--- config.mk ---
export PLATFORM = sky130hd
export DESIGN_NAME = vga_rect_fill_sequencer
export DESIGN_NICKNAME = d
export VERILOG_FILES = /design/src/rtl/vga_pkg.sv /design/src/rtl/rect_raster_counter.sv /design/src/rtl/vga_rect_fill_sequencer.sv
export SDC_FILE = /design/constraint.sdc
export NUM_CORES = 1
export LEC_CHECK = 0
export CORE_MARGIN = 8
export CORE_UTILIZATION = 31
export DETAILED_ROUTE_END_ITERATION = 12
export PLACE_DENSITY_LB_ADDON = 0.25
export SYNTH_ARGS = -nofsm -noshare
export SYNTH_HDL_FRONTEND = slang
export SYNTH_SLANG_ARGS = --single-unit
export TNS_END_PERCENT = 50
--- constraint.sdc ---
create_clock -name clk_clk -period 2.3 [get_ports clk_clk]
set_clock_uncertainty 0.2 [all_clocks]
set_input_delay 0.575 -clock clk_clk [delete_from_list [all_inputs] [get_ports clk_clk]]
set_output_delay 0.575 -clock clk_clk [all_outputs]
set_load 0.02 [all_outputs]
--- src/rtl/vga_pkg.sv ---
// Shared widths, screen geometry, FSM encoding and rectangle type for the VGA fill path.
`timescale 1ns/1ps
package vga_pkg;
    localparam int X_W          = 10;
    localparam int Y_W          = 9;
    localparam int COLOR_W      = 24;
    localparam int CNT_W        = 19;
    localparam int H_ACTIVE_DEF = 640;
    localparam int V_ACTIVE_DEF = 480;

    typedef enum logic [2:0] {
        ST_IDLE,
        ST_CLIP,
        ST_WAIT_VBL,
        ST_FILL,
        ST_DONE
    } fill_state_t;

    typedef struct packed {
        logic [X_W-1:0] xmin;
        logic [X_W-1:0] xmax;
        logic [Y_W-1:0] ymin;
        logic [Y_W-1:0] ymax;
    } rect_t;
endpackage

--- src/rtl/rect_raster_counter.sv ---
// Raster-order cursor over a loaded rectangle; flags when the cursor sits on the last pixel.
`timescale 1ns/1ps
module rect_raster_counter
    import vga_pkg::*;
(
    input  logic           clk_i,
    input  logic           rst_ni,
    input  logic           load_i,
    input  logic           step_i,
    input  rect_t          rect_i,
    output logic [X_W-1:0] x_o,
    output logic [Y_W-1:0] y_o,
    output logic           last_o
);
    logic [X_W-1:0] x_q, x_d, xmin_q, xmax_q;
    logic [Y_W-1:0] y_q, y_d, ymax_q;

    always_comb begin
        x_d = x_q;
        y_d = y_q;
        if (load_i) begin
            x_d = rect_i.xmin;
            y_d = rect_i.ymin;
        end else if (step_i) begin
            if (x_q == xmax_q) begin
                x_d = xmin_q;
                y_d = y_q + 1'b1;
            end else begin
                x_d = x_q + 1'b1;
            end
        end
    end

    always_ff @(posedge clk_i) begin
        if (!rst_ni) begin
            x_q    <= '0;
            y_q    <= '0;
            xmin_q <= '0;
            xmax_q <= '0;
            ymax_q <= '0;
        end else begin
            x_q <= x_d;
            y_q <= y_d;
            if (load_i) begin
                xmin_q <= rect_i.xmin;
                xmax_q <= rect_i.xmax;
                ymax_q <= rect_i.ymax;
            end
        end
    end

    assign x_o    = x_q;
    assign y_o    = y_q;
    assign last_o = (x_q == xmax_q) && (y_q == ymax_q);
endmodule

--- src/rtl/vga_rect_fill_sequencer.sv ---
// Turns one rectangle-fill command into clipped, raster-ordered single-pixel framebuffer writes.
`timescale 1ns/1ps
module vga_rect_fill_sequencer
    import vga_pkg::*;
#(
    parameter int H_ACTIVE = vga_pkg::H_ACTIVE_DEF,
    parameter int V_ACTIVE = vga_pkg::V_ACTIVE_DEF,
    parameter int SYNC_VBL = 1
) (
    input  logic               clk_clk,
    input  logic               reset_reset_n,
    input  logic               cmd_valid,
    output logic               cmd_ready,
    input  logic [X_W-1:0]     cmd_x0,
    input  logic [X_W-1:0]     cmd_x1,
    input  logic [Y_W-1:0]     cmd_y0,
    input  logic [Y_W-1:0]     cmd_y1,
    input  logic [COLOR_W-1:0] cmd_color,
    input  logic               abort,
    input  logic               vblank_start,
    output logic               pix_valid,
    input  logic               pix_ready,
    output logic [X_W-1:0]     pix_x,
    output logic [Y_W-1:0]     pix_y,
    output logic [COLOR_W-1:0] pix_color,
    output logic               busy,
    output logic               done,
    output logic [CNT_W-1:0]   pix_count
);
    localparam logic [X_W:0]   H_LIM  = (X_W+1)'(H_ACTIVE);
    localparam logic [Y_W:0]   V_LIM  = (Y_W+1)'(V_ACTIVE);
    localparam logic [X_W-1:0] X_LAST = X_W'(H_ACTIVE - 1);
    localparam logic [Y_W-1:0] Y_LAST = Y_W'(V_ACTIVE - 1);

    fill_state_t          state_q, state_d;
    rect_t                rect_q, clip_rect;
    logic [COLOR_W-1:0]   color_q;
    logic [CNT_W-1:0]     cnt_q, cnt_d;
    logic                 empty, accept, hs, load, last;

    // Clip is evaluated combinationally from the sorted corners while in CLIP.
    always_comb begin
        clip_rect      = rect_q;
        clip_rect.xmax = (rect_q.xmax > X_LAST) ? X_LAST : rect_q.xmax;
        clip_rect.ymax = (rect_q.ymax > Y_LAST) ? Y_LAST : rect_q.ymax;
    end

    assign empty  = ({1'b0, rect_q.xmin} >= H_LIM) || ({1'b0, rect_q.ymin} >= V_LIM);
    assign accept = cmd_valid && cmd_ready;
    assign hs     = pix_valid && pix_ready;
    assign load   = (state_q == ST_CLIP) && !empty && !abort;

    rect_raster_counter u_cursor (
        .clk_i  (clk_clk),
        .rst_ni (reset_reset_n),
        .load_i (load),
        .step_i (hs),
        .rect_i (clip_rect),
        .x_o    (pix_x),
        .y_o    (pix_y),
        .last_o (last)
    );

    always_ff @(posedge clk_clk) begin
        if (!reset_reset_n) state_q <= ST_IDLE;
        else                state_q <= state_d;
    end

    always_comb begin
        state_d = state_q;
        unique case (state_q)
            ST_IDLE:     if (cmd_valid) state_d = ST_CLIP;
            ST_CLIP:     if (abort || empty)     state_d = ST_IDLE;
                         else if (SYNC_VBL != 0) state_d = ST_WAIT_VBL;
                         else                    state_d = ST_FILL;
            ST_WAIT_VBL: if (abort)             state_d = ST_IDLE;
                         else if (vblank_start) state_d = ST_FILL;
            ST_FILL:     if (abort)             state_d = ST_IDLE;
                         else if (hs && last)   state_d = ST_DONE;
            ST_DONE:     state_d = ST_IDLE;
            default:     state_d = ST_IDLE;
        endcase
    end

    always_comb begin
        cmd_ready = (state_q == ST_IDLE);
        pix_valid = (state_q == ST_FILL);
        busy      = (state_q != ST_IDLE);
        done      = (state_q == ST_DONE);
    end

    always_comb begin
        cnt_d = cnt_q;
        if (accept)                cnt_d = '0;
        else if (hs && ~&cnt_q)    cnt_d = cnt_q + 1'b1;
    end

    always_ff @(posedge clk_clk) begin
        if (!reset_reset_n) begin
            rect_q  <= '0;
            color_q <= '0;
            cnt_q   <= '0;
        end else begin
            cnt_q <= cnt_d;
            if (accept) begin
                rect_q.xmin <= (cmd_x0 < cmd_x1) ? cmd_x0 : cmd_x1;
                rect_q.xmax <= (cmd_x0 < cmd_x1) ? cmd_x1 : cmd_x0;
                rect_q.ymin <= (cmd_y0 < cmd_y1) ? cmd_y0 : cmd_y1;
                rect_q.ymax <= (cmd_y0 < cmd_y1) ? cmd_y1 : cmd_y0;
                color_q     <= cmd_color;
            end
        end
    end

    assign pix_color = color_q;
    assign pix_count = cnt_q;
endmodule

# Word level (Yosys, flattened, before mapping)
# Cells that the tools add are included.
[word_totals] output_inout_bits=66 elab_cells=70 regBits=132
[op_classes] muxes=19 n_reduce_logical=20 addsub=3 n_lt_le_gt_ge=6 bitwise=1 eq_ne=9
[op_table] op="10-bit 2-to-1 mux" n=6
[op_table] op="9-bit 2-to-1 mux" n=6
[op_table] op="19-bit by 1-bit adder with 19-bit output (second input constant)" n=1
[op_table] op="19-bit AND reduction" n=1
[op_table] op="3-bit 2-to-1 mux" n=5
[op_table] op="3-bit one-hot mux with 4 select lines" n=1
[op_table] op="10-bit by 1-bit adder with 10-bit output (second input constant)" n=1
[op_table] op="10-bit == test" n=1
[op_table] op="10-bit >= comparator (second input constant)" n=1
[op_table] op="10-bit > comparator (second input constant)" n=1
[op_table] op="10-bit < comparator" n=1
[op_table] op="9-bit by 1-bit adder with 9-bit output (second input constant)" n=1
[op_table] op="9-bit == test" n=1
[op_table] op="9-bit >= comparator (second input constant)" n=1
[op_table] op="9-bit > comparator (second input constant)" n=1
[op_table] op="9-bit < comparator" n=1
[op_table] op="1-bit logical AND" n=7
[op_table] op="3-bit by 2-bit == test with 1-bit output (second input constant)" n=2
[op_table] op="2-bit nonzero test" n=2
[op_table] op="3-bit by 1-bit == test with 1-bit output (second input constant)" n=1
[op_table] op="3-bit == test (second input constant)" n=1
[op_table] op="1-bit logical NOT" n=3
[op_table] op="3-bit logical NOT" n=1
[op_table] op="3-bit by 2-bit inequality test with 1-bit output (second input constant)" n=1
[op_table] op="9 further kinds" n=10

# Depth between registers and ports, before layout
# Gate-level depths: netlist of the first run.
[depth] word_depth=7 depth_mapped=8 ltp_nobuf=7

# Cells and area by module
# A second synthesis of the first run with hierarchy kept.
[unflattened] cells_unflattened=774 area_unflattened_um2=6952.9
[by_module_without_submodules] module="vga_rect_fill_sequencer" n_inst=1 cells_per_inst=487 area_per_inst_um2=4240.3
[by_module_without_submodules] module="rect_raster_counter" n_inst=1 cells_per_inst=287 area_per_inst_um2=2712.6

# Least setup slack after synthesis of the first run
# OpenSTA, ideal clock, no wires.
[synth_timing] path_type="input-to-reg" from="input port cmd_y1[4]" to="register rect_q, in the netlist clip_rect[16]" stages=7 setup_time_ns=0.137 arrival_time_ns=2.030 n_path_buf=1 path_slack_ns=-0.067 path_cell_list="inv_1 -> ha_1 -> nand4_1 -> o311ai_2 -> clkbuf_1 -> a21bo_2 -> a31oi_1"
[synth_between] elab_chain_len=2
[synth_lines] item="start, declared" line_no="vga_rect_fill_sequencer.sv:17" text="input logic [Y_W-1:0] cmd_y1,"
[synth_lines] item="9-bit < comparator" line_no="vga_rect_fill_sequencer.sv:108" text="rect_q.ymin <= (cmd_y0 < cmd_y1) ? cmd_y0 : cmd_y1;"
[synth_lines] item="9-bit 2-to-1 mux" line_no="vga_rect_fill_sequencer.sv:108"
[synth_lines] item="end, declared" line_no="vga_rect_fill_sequencer.sv:36" text="rect_t rect_q, clip_rect;"
# No other way between the ends.
# A chain may end at the register's enable or synchronous reset.

# Worst setup path in the final report of the first run
[layout_timing] from="input port cmd_x0[7]" to="register rect_q[23] (netlist name)"
[layout_between] elab_chain_len=2
[layout_lines] item="start, declared" line_no="vga_rect_fill_sequencer.sv:14" text="input logic [X_W-1:0] cmd_x0,"
[layout_lines] item="10-bit < comparator" line_no="vga_rect_fill_sequencer.sv:107" text="rect_q.xmax <= (cmd_x0 < cmd_x1) ? cmd_x1 : cmd_x0;"
[layout_lines] item="10-bit 2-to-1 mux" line_no="vga_rect_fill_sequencer.sv:107"
# No other way between the ends.

==> results.cfg, run 1 <==
[status]
status = completed

[floorplan]
fp.dieArea_sq_um = 26400
ios = 134
start_util_pct = 31.6
coreArea_sq_um = 21000
dieWidth_um = 162
row_count = 53
fp.dieH_um = 162

[timing]
slew-limit-headroom_pct = 71.1
fmax_mhz = 442
final-setup-viol-count = 0
setup_tns_ns = 0
finalHoldViolations = 0
fin_crit_sh_pct = 98.3
worst_pin_slew_ns = 0.433
final_max_slew_viol_count = 0
fin_crit_ns = 2.26

[synthesis]
synthArstFlopShare_pct = 0
ys_top_cells_by_area = dfxtp_1 (40%), nand2_1 (5.4%), o21ai_0 (4.7%)
synth_edf_count = 0
syn_inst = 805
synth_area_leader_cell = dfxtp_1
postSynthAreaPerCell_sq_um = 8.26
syn_area_sq_um = 6650
synth_warnings = 0
synth_fp_nets = 893
ys.flop_type = dfxtp_1
ys_seq_area_share_pct = 39.7
synth_seq_cells = 132
synthTopCellsByCount = dfxtp_1 (132), nand2_1 (95), o21ai_0 (62)
synth.distinct_cells = 59
yosys.cell_count.top_type = dfxtp_1
synth.top_cell.area_share_pct = 39.7

[clocking]
clockRootBuffer = clkbuf_16
cts.clk_slew.worst_paths_ns = 0.06
ctsHoldBuffers = 0
clk-insertion-delay-late_ns = 0.42
numCtsBuffers = 17
cts_tree = yes
htree_levels = 4
cts_sinks = 132
clock_path_buffers = 2

[power_and_ir_drop]
p_leak_nw = 4.31
irDropWorstVdd_mv = 0.559
total_power_w = 0.00682
power-per-cell-area_nw_per_um2 = 656

[grt]
antenna_found_initial = 1
grt_pass1_vias = 6510
grt_max_degree = 46
gr-total-overflow = 0
grt_usage_pct = 16.0
grt_first_pass_wirelength_um = 34400

[setup_path]
crit_top_cell = a21o_1
required_ns = 2.40
critPathCaptureType = flip-flop
rrSetupSlack_ns = 0.16
start_kind = input port
crit_type = in2reg
cp.arrival_ns = 2.36
cpPeakStageDelay_ns = 0.32
path_cells = dlygate4sd2_1 > ha_4 > a21o_1 > a21o_1 > a21o_4 > bufbuf_16 > a2111oi_4 > a211oi_1
cp_slowest_cell = a2111oi_4
worst-path-max-fanout = 7

[final_layout]
stdcell_count = 1302
multi_input_area_sq_um = 4200
nets = 1102
seq_area_sq_um = 2640
drive_above_1_share_pct = 22.9
final_area_sq_um = 10400
diodes = 0
area_growth_pct = 56.2
utilization_pct = 49.4
nFillCells = 1984

[flow_run]
drv_cap = 0

[route]
firstDrtPassIters = 5
drc = 0
ant_nets = 0
initialDrtViolationCount = 516
routed_wl_um = 21200
wire_per_inst_um = 16.3
vias = 6699
avgViaCountPerCell = 5.15

[placement]
dp_hpwl_um = 14900
place_area_sq_um = 9080
place_congestion = 0.786
place_inst = 1263
port_buffers = 133

[worst_hold_path]
hp-class = reg2reg
-- sequential cells by signal (all words and copies together), names as in the netlist --
register,flops
u_cursor.xmin_q,10
pix_count,19
u_cursor.xmax_q,10
rect_q,19
pix_color,24
u_cursor.x_o,10
clip_rect,19
u_cursor.ymax_q,9
u_cursor.y_o,9
state_q,3
-- metal layers --
metal	vias to the layer above	GRT usage [%]	part of all wire [%]
li1	3378	-	-
met1	3136	21.0	47
met2	154	24.3	44
met3	29	5.46	6.9
met4	2	4.92	1.4
met5	-	0	0.038
-- power by group --
group | leakage [nW] | internal (W) | switching, W
logic | 2.93 | 0.000675 | 0.000722
registers | 1.08 | 0.00242 | 0.000101
clock network | 0.300 | 0.00184 | 0.00106
-- worst max-delay path: cells and delay by family --
| family | cells | cell delay [ns] |
|---|---|---|
| fa+ha+maj | 1 | 0.25 |
| compound gates | 5 | 0.98 |
| buf+inv | 2 | 0.56 |
-- worst paths after layout --
check,end,cells past startpoint,startpoint
setup / recovery,rect_q[23],8,cmd_x0[7]
hold / removal,pix_color[10],2,pix_color[10]
setup reg to reg,u_cursor.x_o[3],6,u_cursor.x_o[6]
hold reg to reg,pix_color[10],2,pix_color[10]
-- cell usage in the layout, fill, tap and decap left out, drive strengths merged, types with 5 or more instances in the layout --
master	netlist	routed
a2111oi	21	21
a211oi	27	27
a21bo	10	10
a21boi	5	5
a21o	12	12
a21oi	51	51
a31oi	24	24
and3	7	7
and4	5	5
buf	12	119
clkbuf	52	23
clkdlybuf4s50	0	79
clkinv	0	6
dfxtp	132	132
dlygate4sd2	0	28
dlymetal6s2s	0	22
ha	20	20
inv	24	24
mux2i	6	6
nand2	95	95
nand3	40	40
nand4	19	19
nor2	52	52
nor3	20	20
nor4	5	5
o211ai	7	7
o21ai	63	63
o221a	7	7
or3	12	12
xnor2	10	10
xor2	24	24
-- kinds of logic (layout without fill, tap and decap cells) --
group	count (synthesis)	count (layout)	synth area share, %
flops	132	132	39.7
mux	9	9	1.41
buf+inv	88	310	5.19
fa+ha+maj	20	20	3.76
compound gates	245	245	24.4
xor+xnor	34	34	4.59
simple gates	277	277	20.9
-- metrics by stage --
stage | setup WS, ns | hold slack (ns)
after floorplan | -0.00682 | 0.236
after global placement | -0.589 | 0.241
after detailed placement | -0.646 | 0.248
after CTS | -0.0476 | 0.256
after global routing | -0.00663 | 0.269
final | 0.0384 | 0.252
-- cell type report --
| type | instances | share of cell area [%] |
|---|---|---|
| sequential | 132 | 25.4 |
| timing repair buffer | 254 | 23.9 |
| tap | 275 | 3.31 |
| inverter | 24 | 0.867 |
| clock buffer | 20 | 4.30 |
| multi-input combinational | 585 | 40.5 |
| clock inverter | 12 | 1.73 |
-- timing repair --
action,4_1_cts,5_1_grt
endpoints found under the setup margin,59,60
pin swaps,17,30
setup buffers,0,1
gates resized for setup,89,57
gates cloned,3,3
hold endpoints to repair,0,0
No activity file was read; power rests on OpenSTA's default activity.
==> inputs of run 2 (changes only) <==
PLACE_DENSITY_LB_ADDON = not set   (was 0.25)
clock period = 2.2 ns   (was 2.3 ns; I/O delays follow)
==> results.cfg, run 2 (synthesis gave the netlist of run 1 again) <==
[floorplan]
row_count = 53
coreArea_sq_um = 21000
ios = 134
fp.dieH_um = 162
start_util_pct = 31.6
dieWidth_um = 162
fp.dieArea_sq_um = 26400

[flow_run]
drv_cap = 0

[route]
ant_nets = 0
firstDrtPassIters = 5
routed_wl_um = 21900
vias = 6886
wire_per_inst_um = 16.5
initialDrtViolationCount = 377
avgViaCountPerCell = 5.18
drc = 0

[setup_path]
critPathCaptureType = flip-flop
worstSetupEndpoint = rect_q[20]
ff2ff_path_depth = 6
rrSetupSlack_ns = 0.09
cp.arrival_ns = 2.33
required_ns = 2.33
r2r_start = u_cursor.x_o[4]
crit_start = cmd_x1[5]
worst-path-max-fanout = 5
timing.rr.end = u_cursor.y_o[3]
start_kind = input port
crit_type = in2reg

[timing]
fin_crit_ns = 2.20
worst_pin_slew_ns = 0.384
finalHoldViolations = 0
fin_hold_ws_ns = 0.250
fmax_mhz = 454
slew-limit-headroom_pct = 74.1
setup_tns_ns = -0.000415
rsz0062_at_grt = yes
setup_ws_ns = -0.000415
final-setup-viol-count = 1
fin_crit_sh_pct = 100
final_max_slew_viol_count = 0

[final_layout]
final_cell_mix = dfxtp_1 (131), buf_4 (123), nand2_1 (93), o21ai_0 (60), clkdlybuf4s50_1 (56)
nets = 1129
largest_reg_flops = 24
final_common_cell = dfxtp_1
drive_above_1_share_pct = 27.4
nFillCells = 1995
final_area_sq_um = 10700
area_growth_pct = 61.5

[grt]
grt_first_pass_wirelength_um = 35000
gr-total-overflow = 0
antenna_found_initial = 0
grt_max_degree = 61
grt_usage_pct = 16.3
grt_pass1_vias = 6785

[power_and_ir_drop]
total_power_w = 0.00738
irDropWorstVdd_mv = 0.589
p_leak_nw = 4.47
power-per-cell-area_nw_per_um2 = 687

[clocking]
cts_tree = yes
clk-insertion-delay-late_ns = 0.42
htree_levels = 4
cts_sinks = 132
cts.clk_slew.worst_paths_ns = 0.06
clock_path_buffers = 2
ctsHoldBuffers = 0
clockRootBuffer = clkbuf_16
numCtsBuffers = 17

[placement]
place_area_sq_um = 9740
port_buffers = 133
dp_hpwl_um = 15200
place_congestion = 0.814

[status]
status = finished with violations
violations = negative setup slack

[worst_hold_path]
holdPathStages = 2
hp-class = reg2reg
[run 2: changes by cell type in the layout (fill, tap and decap cells not counted), sizes merged, moves of 6 or more]
cell and change:
buf +30, clkdlybuf4s50 -23, dlygate4sd2 +23, dlymetal6s2s -6
[run 2: worst min path at each step]
| stage | slack, ns | start | to |
|---|---|---|---|
| global placement | 0.24 | pix_color[13] | pix_color[13] |
| global route | 0.27 | cmd_y1[7] | clip_rect[16] |
| floorplan | 0.24 | u_cursor.xmin_q[2] | u_cursor.xmin_q[2] |
| finish | 0.25 | pix_color[16] | pix_color[16] |
| CTS | 0.25 | pix_color[22] | pix_color[22] |
| detailed placement | 0.25 | pix_color[21] | pix_color[21] |
[run 2: area by class of cell]
| cell class | count | area, sq um | area share, % |
|---|---|---|---|
| Antenna cell | 1 | 2.50 | 0.0233 |
| Clock buffer | 17 | 425 | 3.96 |
| Clock inverter | 15 | 229 | 2.13 |
| Inverter | 24 | 90.1 | 0.839 |
| Multi-Input combinational cell | 585 | 4290 | 39.9 |
| Sequential cell | 132 | 2640 | 24.6 |
| Tap cell | 275 | 344 | 3.20 |
| Timing Repair Buffer | 281 | 2720 | 25.3 |
[run 2: per-stage QoR]
step	setup slack [ns]	utilization, %	std cells
floorplan	-0.0211	-	805
global placement	-0.595	46.3	1285
detailed placement	-0.648	46.3	1285
CTS	-0.0708	50.1	1323
global route	-0.0813	51.1	1329
finish	-0.000415	51.1	1330
[run 2: critical path: stages]
cell and delay (ns):
dlygate4sd2_1 0.22, inv_1 0.06, ha_2 0.19, a211o_1 0.28
a21oi_2 0.16, o21ai_4 0.08, buf_12 0.15, a21o_4 0.24
clkbuf_16 0.16, a211oi_1 0.22
[run 2: what timing repair did]
action                                  4_1_cts  5_1_grt
setup buffers                                 2        3
gates cloned                                  4        3
pin swaps                                    12       18
endpoints found under the setup margin       93       59
gates resized for setup                      92       49
[run 2: power breakdown]
group / switching (W) / internal [W]
clock: 0.00115 / 0.00202
sequential: 0.0000972 / 0.00253
combinational: 0.000797 / 0.000783
[run 2: routing by layer]
layer	GRT usage [%]	part of all wire (%)	routed length, um
met1	20.4	45	9890
met2	25.9	46	10100
met3	5.71	7.8	1700
met4	4.55	0.84	185
met5	0	0	0
